### src/rtl/if_id_buffer.sv
// IF->ID pipeline boundary: two-entry elastic buffer (main + skid) with registered handshakes.
// Optional perf counters (stall_cnt, flush_cnt) are built only when IFID_PERF_EN is defined.
module if_id_buffer #(
  parameter int unsigned     XLEN     = 32,
  parameter int unsigned     ILEN     = 32,
  parameter logic [ILEN-1:0] NOP_INSN = 32'h0000_0013,
  parameter int unsigned     CNT_W    = 32
) (
  input  logic             i_clk,
  input  logic             i_rst,
  input  logic             i_if_valid,
  output logic             o_if_ready,
  input  logic [XLEN-1:0]  i_if_pc,
  input  logic [ILEN-1:0]  i_if_insn,
  input  logic             i_flush,
  output logic             o_id_valid,
  input  logic             i_id_ready,
  output logic [XLEN-1:0]  o_id_pc,
  output logic [ILEN-1:0]  o_id_insn,
  output logic [CNT_W-1:0] o_stall_cnt,
  output logic [CNT_W-1:0] o_flush_cnt
);

  typedef enum logic [1:0] {StEmpty, StFull, StSkid} state_e;

  state_e          r_state, w_state_d;
  logic [XLEN-1:0] r_main_pc, w_main_pc_d, r_skid_pc, w_skid_pc_d;
  logic [ILEN-1:0] r_main_insn, w_main_insn_d, r_skid_insn, w_skid_insn_d;

  always_comb begin
    w_state_d     = r_state;
    w_main_pc_d   = r_main_pc;
    w_main_insn_d = r_main_insn;
    w_skid_pc_d   = r_skid_pc;
    w_skid_insn_d = r_skid_insn;
    if (i_flush) begin
      w_state_d     = StEmpty;
      w_main_pc_d   = '0;
      w_main_insn_d = NOP_INSN;
      w_skid_pc_d   = '0;
      w_skid_insn_d = NOP_INSN;
    end else begin
      unique case (r_state)
        StEmpty: begin
          if (i_if_valid) begin
            w_state_d     = StFull;
            w_main_pc_d   = i_if_pc;
            w_main_insn_d = i_if_insn;
          end
        end
        StFull: begin
          if (i_id_ready && i_if_valid) begin
            w_main_pc_d   = i_if_pc;
            w_main_insn_d = i_if_insn;
          end else if (i_id_ready) begin
            // Main register doubles as the output, so park the bubble in it.
            w_state_d     = StEmpty;
            w_main_pc_d   = '0;
            w_main_insn_d = NOP_INSN;
          end else if (i_if_valid) begin
            w_state_d     = StSkid;
            w_skid_pc_d   = i_if_pc;
            w_skid_insn_d = i_if_insn;
          end
        end
        StSkid: begin
          if (i_id_ready) begin
            w_state_d     = StFull;
            w_main_pc_d   = r_skid_pc;
            w_main_insn_d = r_skid_insn;
            w_skid_pc_d   = '0;
            w_skid_insn_d = NOP_INSN;
          end
        end
        default: begin
          w_state_d     = StEmpty;
          w_main_pc_d   = '0;
          w_main_insn_d = NOP_INSN;
        end
      endcase
    end
  end

  always_ff @(posedge i_clk or posedge i_rst) begin
    if (i_rst) begin
      r_state     <= StEmpty;
      r_main_pc   <= '0;
      r_main_insn <= NOP_INSN;
      r_skid_pc   <= '0;
      r_skid_insn <= NOP_INSN;
    end else begin
      r_state     <= w_state_d;
      r_main_pc   <= w_main_pc_d;
      r_main_insn <= w_main_insn_d;
      r_skid_pc   <= w_skid_pc_d;
      r_skid_insn <= w_skid_insn_d;
    end
  end

  // Handshake outputs decode the state flop only, never id_ready.
  assign o_if_ready = (r_state != StSkid);
  assign o_id_valid = (r_state != StEmpty);
  assign o_id_pc    = r_main_pc;
  assign o_id_insn  = r_main_insn;

`ifdef IFID_PERF_EN
  logic [CNT_W-1:0] r_stall_cnt, r_flush_cnt;
  logic             w_stall_inc, w_flush_inc;

  assign w_stall_inc = o_id_valid & ~i_id_ready & ~i_flush;
  assign w_flush_inc = o_id_valid & i_flush;

  always_ff @(posedge i_clk or posedge i_rst) begin
    if (i_rst) begin
      r_stall_cnt <= '0;
      r_flush_cnt <= '0;
    end else begin
      if (w_stall_inc && (r_stall_cnt != '1)) r_stall_cnt <= r_stall_cnt + CNT_W'(1);
      if (w_flush_inc && (r_flush_cnt != '1)) r_flush_cnt <= r_flush_cnt + CNT_W'(1);
    end
  end

  assign o_stall_cnt = r_stall_cnt;
  assign o_flush_cnt = r_flush_cnt;
`else
  assign o_stall_cnt = '0;
  assign o_flush_cnt = '0;
`endif

endmodule

### config.mk
export PLATFORM = sky130hd
export DESIGN_NAME = if_id_buffer
export DESIGN_NICKNAME = d
export VERILOG_FILES = /design/src/rtl/if_id_buffer.sv
export SDC_FILE = /design/constraint.sdc
export NUM_CORES = 1
export LEC_CHECK = 0
export BUFFER_PORTS_ARGS = -buffer_cell sky130_fd_sc_hd__buf_2
export CAP_MARGIN = 20
export CORE_MARGIN = 2
export CORE_UTILIZATION = 25
export DETAILED_ROUTE_END_ITERATION = 7
export HOLD_SLACK_MARGIN = 0.1
export PLACE_DENSITY = 0.58
export SKIP_CTS_REPAIR_TIMING = 1
export SYNTH_ARGS = -nofsm -noshare
export SYNTH_HDL_FRONTEND = slang
export SYNTH_SLANG_ARGS = --single-unit
### constraint.sdc
create_clock -name i_clk -period 4.3 [get_ports i_clk]
set_clock_uncertainty 0.2 [all_clocks]
set_input_delay 0.645 -clock i_clk [delete_from_list [all_inputs] [get_ports i_clk]]
set_output_delay 0.645 -clock i_clk [all_outputs]
set_load 0.01 [all_outputs]
==> metrics.md, run 1 <==
| Metric | Value |
|---|---|
| Status | finished clean |
| # nets final | just under 800 |
| Post-Syn Area | between 0.006 and 0.007 sq mm |
| Register area share after synthesis | 49.4% |
| Synthesized area per cell | 11.0 sq um |
| Hold slack | 0.143 ns |
| Slew @ Worst Pin | roughly 1.2 ns |
| Total Routing Usage GR | between 10% and 20% |
| Top cells by count, synth | 124 x dfrtp_1, 71 x buf_4, 67 x inv_1, 65 x a32oi_1 |
| Cell chain of the critical path | nor2b_4 -> buf_4 -> inv_2 -> buf_2 |
| Power per Cell Area | around 430 mW/mm^2 |
| Final setup vio count | 0 |
| Largest family of logic cells by synthesized area | compound AO/OA/AOI/OAI gates |
| DRC Markers | 0 |
| Drt total wl | approximately 18000 microns |
| Synth Area in Simple Gates | 5.76% |
| First-pass GRT wire length | approximately 28000 microns |
| Diodes inserted | 0 |
| Hold Crit Class | in2async |
| Max-cap viol count | 0 |
| Post-synthesis mux area share | 9.98% |
| Fraction of registers with async set or reset after synthesis | 100% |
| Slew HR | between 15 and 20% |
| Synthesis-stage register bit count | 130 |
| CP Buf/Inv Count | 3 |
| Clock sinks | 130 |
| Initial antenna violation count | 0 |
| Post-Syn Instances | around 600 |
| Peak Freq | ~340 MHz |
| Routability cong. | about 0.68 |
| HPWL Detailed | 10500 microns |
| Fillers | 2694 |
| Iteration-0 DRC count of the detailed router | approximately 300 |
| CTS tree | done |
| TNS Setup | 0 ns |
| Total iterations of the first detailed-routing run | 5 |
| Top cell type's share of synthesized area | 47.0% |
| Final hold violations | 0 |
| Total CTS buffers | 17 |
| Area growth, synth to finish | 20.0% |
| Die span in x | roughly 170 microns |
| Worst-Skew Late Latency | 0.41 ns |
| Critical path's largest stage delay | ~0.71 ns |
| VDD IR max | ~0.18 mV |
| CP endpoint kind | output pin |
| RSZ-0062 raised after global routing | false |
| Via count of the first global-routing pass | 4978 |
| Slowest CP cell | buf_4 |
| Multi-input combinational cell area | between 0.002 and 0.003 sq mm |
| EDFF count, synth | 0 |
| PortBufs | around 130 |
| Num rows | 59 |
| Root Driver | clkbuf_16 |
| Die height | 167 microns |
| Compound-cell area share of the yosys netlist | 19.0% |
| Placed inst area | roughly 0.0073 sq mm |
| Most frequent cell after synthesis | dfrtp_1 |
| Final std cells w/o fill | between 1000 and 1500 |
| Antenna violation net count after detailed routing | 0 |
| Largest net degree at the start of global routing | between 70 and 80 |
| Crit path kind | reg2out |
| Synth Flop Type | dfrtp_1 |
| Placed cells | 1020 |
| WP data required | between 3 and 4 ns |
| Fraction of the cycle the final worst path needs | between 60 and 70% |
| Layout cells sized above 1 | 28.3% |
| Initial Utilization | about a quarter |
| H-tree depth | 4 |
| Via density | approximately 4.7 |
| Adder-cell area share of the yosys netlist | 0% |
| Synth top area cells | dfrtp_1 47%, mux2i_1 9.2%, a32oi_1 8.6% |
| Final Cell Area | 0.00793 sq mm |
| DR vias | 4903 |
| Crit Path Max Fanout | about 70 |
| DIE AREA | 0.0277 sq mm |
| Clock slew at reported path FFs | ~0.06 ns |
| Wire per inst | between 15 and 20 microns |
| Crit path DAT | between 2 and 2.5 ns |
| LEAKAGE | 3.80 nW |
| Xor/xnor share of the synthesized area | 0% |
| YS warnings | 0 |
| Final Max Slew Viols | 0 |
| Core ar. | between 0.02 and 0.03 sq mm |
| Ports | 199 |
| FF/Latch Area | approximately 0.0033 sq mm |
| Maximum root-to-sink buffer count | 2 |
| Overflow after GRT | 0 |
| Crit path max-delay family | buffers and inverters |
| Area leader, netlist | dfrtp_1 |
| Number of distinct library cells after synthesis | 32 |
| Final min period | a little under 3 ns |
| Startpoint types | flop |
-- layer usage --
layer  vias to the layer above  wire length [microns]  track usage [%]
met5                         -                      0                0
met4                         0                    102             2.96
met3                         6                   1020             3.33
met2                       172                   8300             21.0
met1                      2462                   8200             17.2
li1                       2263                      -                -
-- stage by stage --
step | worst slack [ns] | util, % | total power, W
after CTS | 1.34 | 30.4 | 0.00349
after global routing | 1.18 | 30.5 | 0.00362
after global placement | 1.22 | 28.0 | 0.00190
after floorplan | 1.85 | - | 0.00178
final | 1.37 | 30.5 | 0.00344
after detailed placement | 1.15 | 28.0 | 0.00191
-- cells in the final DEF (no fill, tap or decap), types with 3 or more instances in the layout --
master,instances
a21oi_1,3
mux2i_1,61
dfstp_2,6
clkbuf_16,17
buf_4,11
inv_2,3
conb_1,64
a32oi_1,64
mux2_2,3
buf_2,134
a22oi_1,3
o2bb2ai_1,55
dfrtp_1,124
or3_1,3
o2bb2ai_2,7
clkbuf_1,4
clkinvlp_4,3
nand3_1,61
inv_1,64
bufinv_16,4
-- where the power goes --
part | total (W) | internal, W | switching, W
logic | 0.000481 | 0.000186 | 0.000295
registers | 0.00140 | 0.00134 | 0.0000645
clock network | 0.00155 | 0.00100 | 0.000550
-- cells by family (layout without fill, tap and decap cells) --
group	after synthesis	count (layout)
buffers and inverters	190	247
AO/OA/AOI/OAI	138	138
flip-flops	130	130
AND/OR/NAND/NOR	74	74
multiplexers	65	65
other	1	64
-- layout make-up --
class | instances | area share, %
clock buffer | 23 | 5.90
inverter | 68 | 3.27
timing repair buffer | 147 | 10.0
clock inverter | 9 | 1.94
multi-input combinational | 341 | 32.4
tap | 335 | 5.29
sequential | 130 | 41.1
-- worst register-to-register path, delay by kind of cell, from the launching register on --
kind / cells / cell delay, ns
DFF: 1 / 0.53
AOI/OAI and AO/OA: 2 / 1.06
muxes: 1 / 0.37
buffers and inverters: 1 / 0.54
-- path summary, 6_finish.rpt --
kind                                               endpoint  cells after the start                startpoint  slack (ns)
worst max-delay path                             o_if_ready                      4    r_state[1]$_DFFE_PP0P_        1.37
worst min-delay path              r_skid_pc[14]$_DFFE_PP0P_                      3                     i_rst        0.14
worst max register to register    o_id_insn[13]$_DFFE_PP0P_                      4    r_state[0]$_DFFE_PP0P_        1.47
worst min register to register     o_id_insn[4]$_DFFE_PP1P_                      2  o_id_insn[4]$_DFFE_PP1P_        0.26
max in group asynchronous       r_skid_insn[11]$_DFFE_PP0P_                      3                     i_rst        3.02
min in group i_clk                 o_id_insn[4]$_DFFE_PP1P_                      2  o_id_insn[4]$_DFFE_PP1P_        0.26
-- registers in the layout, indices dropped and copies added, names as in the netlist --
name / cells
o_id_insn: 32
r_skid_pc: 32
r_state: 2
o_id_pc: 32
r_skid_insn: 32
Power figures use the tool's default switching activity.
==> inputs of run 2 (changes only) <==
- clock period: 4.3 -> 2.35 ns (I/O delays scaled with it)
==> metrics.md, run 2 (synthesis results as in run 1) <==
| Metric | Value |
|---|---|
| Num rows | 59 (unchanged) |
| Peak Freq | 465 MHz |
| Clock sinks | 130 (unchanged) |
| Slew @ Worst Pin | 0.545 ns (was 1.20 ns) |
| Root Driver | clkbuf_16 (unchanged) |
| Iteration-0 DRC count of the detailed router | 272 (was 298) |
| Final setup vio count | 0 (unchanged) |
| Flop pwr share | 42.2% (was 40.8%) |
| Cell chain of the critical path | nor2b_4 -> inv_4 -> buf_2 (was nor2b_4 -> buf_4 -> inv_2 -> buf_2) |
| # nets final | 843 (was 774) |
| Layout cells sized above 1 | 26.0% (was 28.3%) |
| Diodes inserted | 0 (unchanged) |
| Maximum root-to-sink buffer count | 2 (unchanged) |
| Crit Path Max Fanout | 30 (was 71) |
| VDD IR max | 0.294 mV (was 0.178 mV) |
| DIE AREA | 0.0277 sq mm (unchanged) |
| Routability cong. | 0.700 (was 0.677) |
| Via count of the first global-routing pass | 4989 (was 4978) |
| Die height | 167 microns (unchanged) |
| Sw Share | 27.4% (was 26.5%) |
| WP data required | 1.80 ns (was 3.45 ns) |
| Commonest cells after routing, fill and taps aside | 134 x buf_2, 124 x dfrtp_1, 65 x dlygate4sd3_1 (was 134 x buf_2, 124 x dfrtp_1, 64 x inv_1, 64 x a32oi_1, 64 x conb_1) |
| Drt total wl | 18400 microns (was 17600 microns) |
| Slowest CP cell | dfrtp_1 (was buf_4) |
| Critical path's largest stage delay | 0.47 ns (was 0.71 ns) |
| CP endpoint kind | output pin (unchanged) |
| Clock slew at reported path FFs | 0.06 ns (about the same) |
| Area growth, synth to finish | 30.7% (was 20.0%) |
| First-pass GRT wire length | 28200 microns (was 28500 microns) |
| P_sw | 0.00167 W (was 0.000910 W) |
| Placed cells | 1025 (was 1020) |
| Hold slack | 0.121 ns (was 0.143 ns) |
| RSZ-0062 raised after global routing | false (unchanged) |
| Final min period | about 2.2 ns |
| Total iterations of the first detailed-routing run | 4 (was 5) |
| Final Cell Area | 0.00863 sq mm (was 0.00793 sq mm) |
| Power per Cell Area | 705 mW/mm^2 (was 434 mW/mm^2) |
| Final std cells w/o fill | 1122 (was 1053) |
| Core ar. | 0.0260 sq mm (unchanged) |
| Hold Crit Class | in2reg (was in2async) |
| DR vias | 5166 (was 4903) |
| H-tree depth | 4 (unchanged) |
| Commonest non-fill, non-tap cell in the layout | buf_2 (unchanged) |
| Initial antenna violation count | 0 (unchanged) |
| DRC Markers | 0 (unchanged) |
| Overflow after GRT | 0 (unchanged) |
| Gate power share | 16.4% (was 14.0%) |
| Fillers | 2619 (was 2694) |
| Dpl ws | 0.235 ns (was 1.15 ns) |
| Internal cell power | 0.00442 W (was 0.00253 W) |
| Placed inst area | 0.00743 sq mm (was 0.00728 sq mm) |
| Initial Utilization | 25.4% (unchanged) |
| Worst-Skew Late Latency | 0.41 ns (about the same) |
| Die span in x | 167 microns (unchanged) |
| Antenna violation net count after detailed routing | 0 (unchanged) |
| Crit path DAT | 1.60 ns (was 2.09 ns) |
| LEAKAGE | 4.10 nW (was 3.80 nW) |
| Final hold violations | 0 (unchanged) |
| HPWL Detailed | 11000 microns (was 10500 microns) |
| Total CTS buffers | 17 (unchanged) |
| Largest net degree at the start of global routing | 71 (was 72) |
| Crit path kind | reg2out (unchanged) |
| Slew HR | 63.7% (was 19.7%) |
| Status | finished clean (unchanged) |
| CTS tree | done (unchanged) |
| PortBufs | 134 (unchanged) |
| Final worst setup slack | 0.199 ns (was 1.37 ns) |
| Ports | 199 (unchanged) |
| Startpoint types | flop (unchanged) |
| Clock group share of total power | 41.5% (was 45.2%) |
| Final Max Slew Viols | 0 (unchanged) |
| Via density | 4.60 (was 4.66) |
| Max-cap viol count | 0 (unchanged) |
| Fraction of the cycle the final worst path needs | between 90% and 100% |
| Wire per inst | 16.4 microns (was 16.7 microns) |
| Total Routing Usage GR | 12.9% (about the same) |
## run 2: path summary, 6_finish.rpt
kind,start,end,slack [ns],cells after the start
max,r_state[1]$_DFFE_PP0P_,o_if_ready,0.20,3
min,i_id_ready,r_state[1]$_DFFE_PP0P_,0.12,2
max reg2reg,r_state[0]$_DFFE_PP0P_,r_skid_insn[20]$_DFFE_PP0P_,0.24,5
min reg2reg,o_id_insn[4]$_DFFE_PP1P_,o_id_insn[4]$_DFFE_PP1P_,0.26,2
max in group asynchronous,i_rst,r_skid_insn[1]$_DFFE_PP1P_,1.13,4
min in group asynchronous,i_rst,o_id_pc[14]$_DFFE_PP0P_,0.40,4
## run 2: final cells by class
type	count	area (sq um)	share of cell area, %
tap	335	419	4.86
multi-input combinational	341	2570	29.8
clock buffer	26	489	5.67
sequential	130	3260	37.8
clock inverter	6	57.6	0.667
timing repair buffer	216	1570	18.2
inverter	68	262	3.03
## run 2: power by group through the flow
stage | logic, W | registers (W) | clock network (W)
floorplan | 0.000635 | 0.00262 | 0
global placement | 0.000912 | 0.00260 | 0
detailed placement | 0.000925 | 0.00260 | 0
CTS | 0.000927 | 0.00256 | 0.00261
global route | 0.00110 | 0.00259 | 0.00270
finish | 0.000997 | 0.00257 | 0.00252
## run 2: critical path, delay by kind of cell, from the launching register on
kind	cells	cell delay [ns]
and+or+nand+nor	1	0.19
buffers and inverters	2	0.53
DFF	1	0.47
## run 2: per-stage QoR
step | util (%) | TNS (ns) | power (W)
2_1_floorplan | - | 0 | 0.00326
3_3_place_gp | 28.6 | 0 | 0.00351
3_5_place_dp | 28.6 | 0 | 0.00352
4_1_cts | 30.7 | -0.0861 | 0.00610
5_1_grt | 33.2 | 0 | 0.00639
6_report | 33.2 | 0 | 0.00609
## run 2: metal layers
layer  wire [microns]  share of wire (%)  vias to the layer above  GRT usage (%)
li1                 -                  -                     2397              -
met1             8530                 46                     2579           17.0
met2             8920                 48                      183           21.2
met3              799                4.3                        7           2.99
met4              147               0.80                        0           3.71
met5                0                  0                        -              0
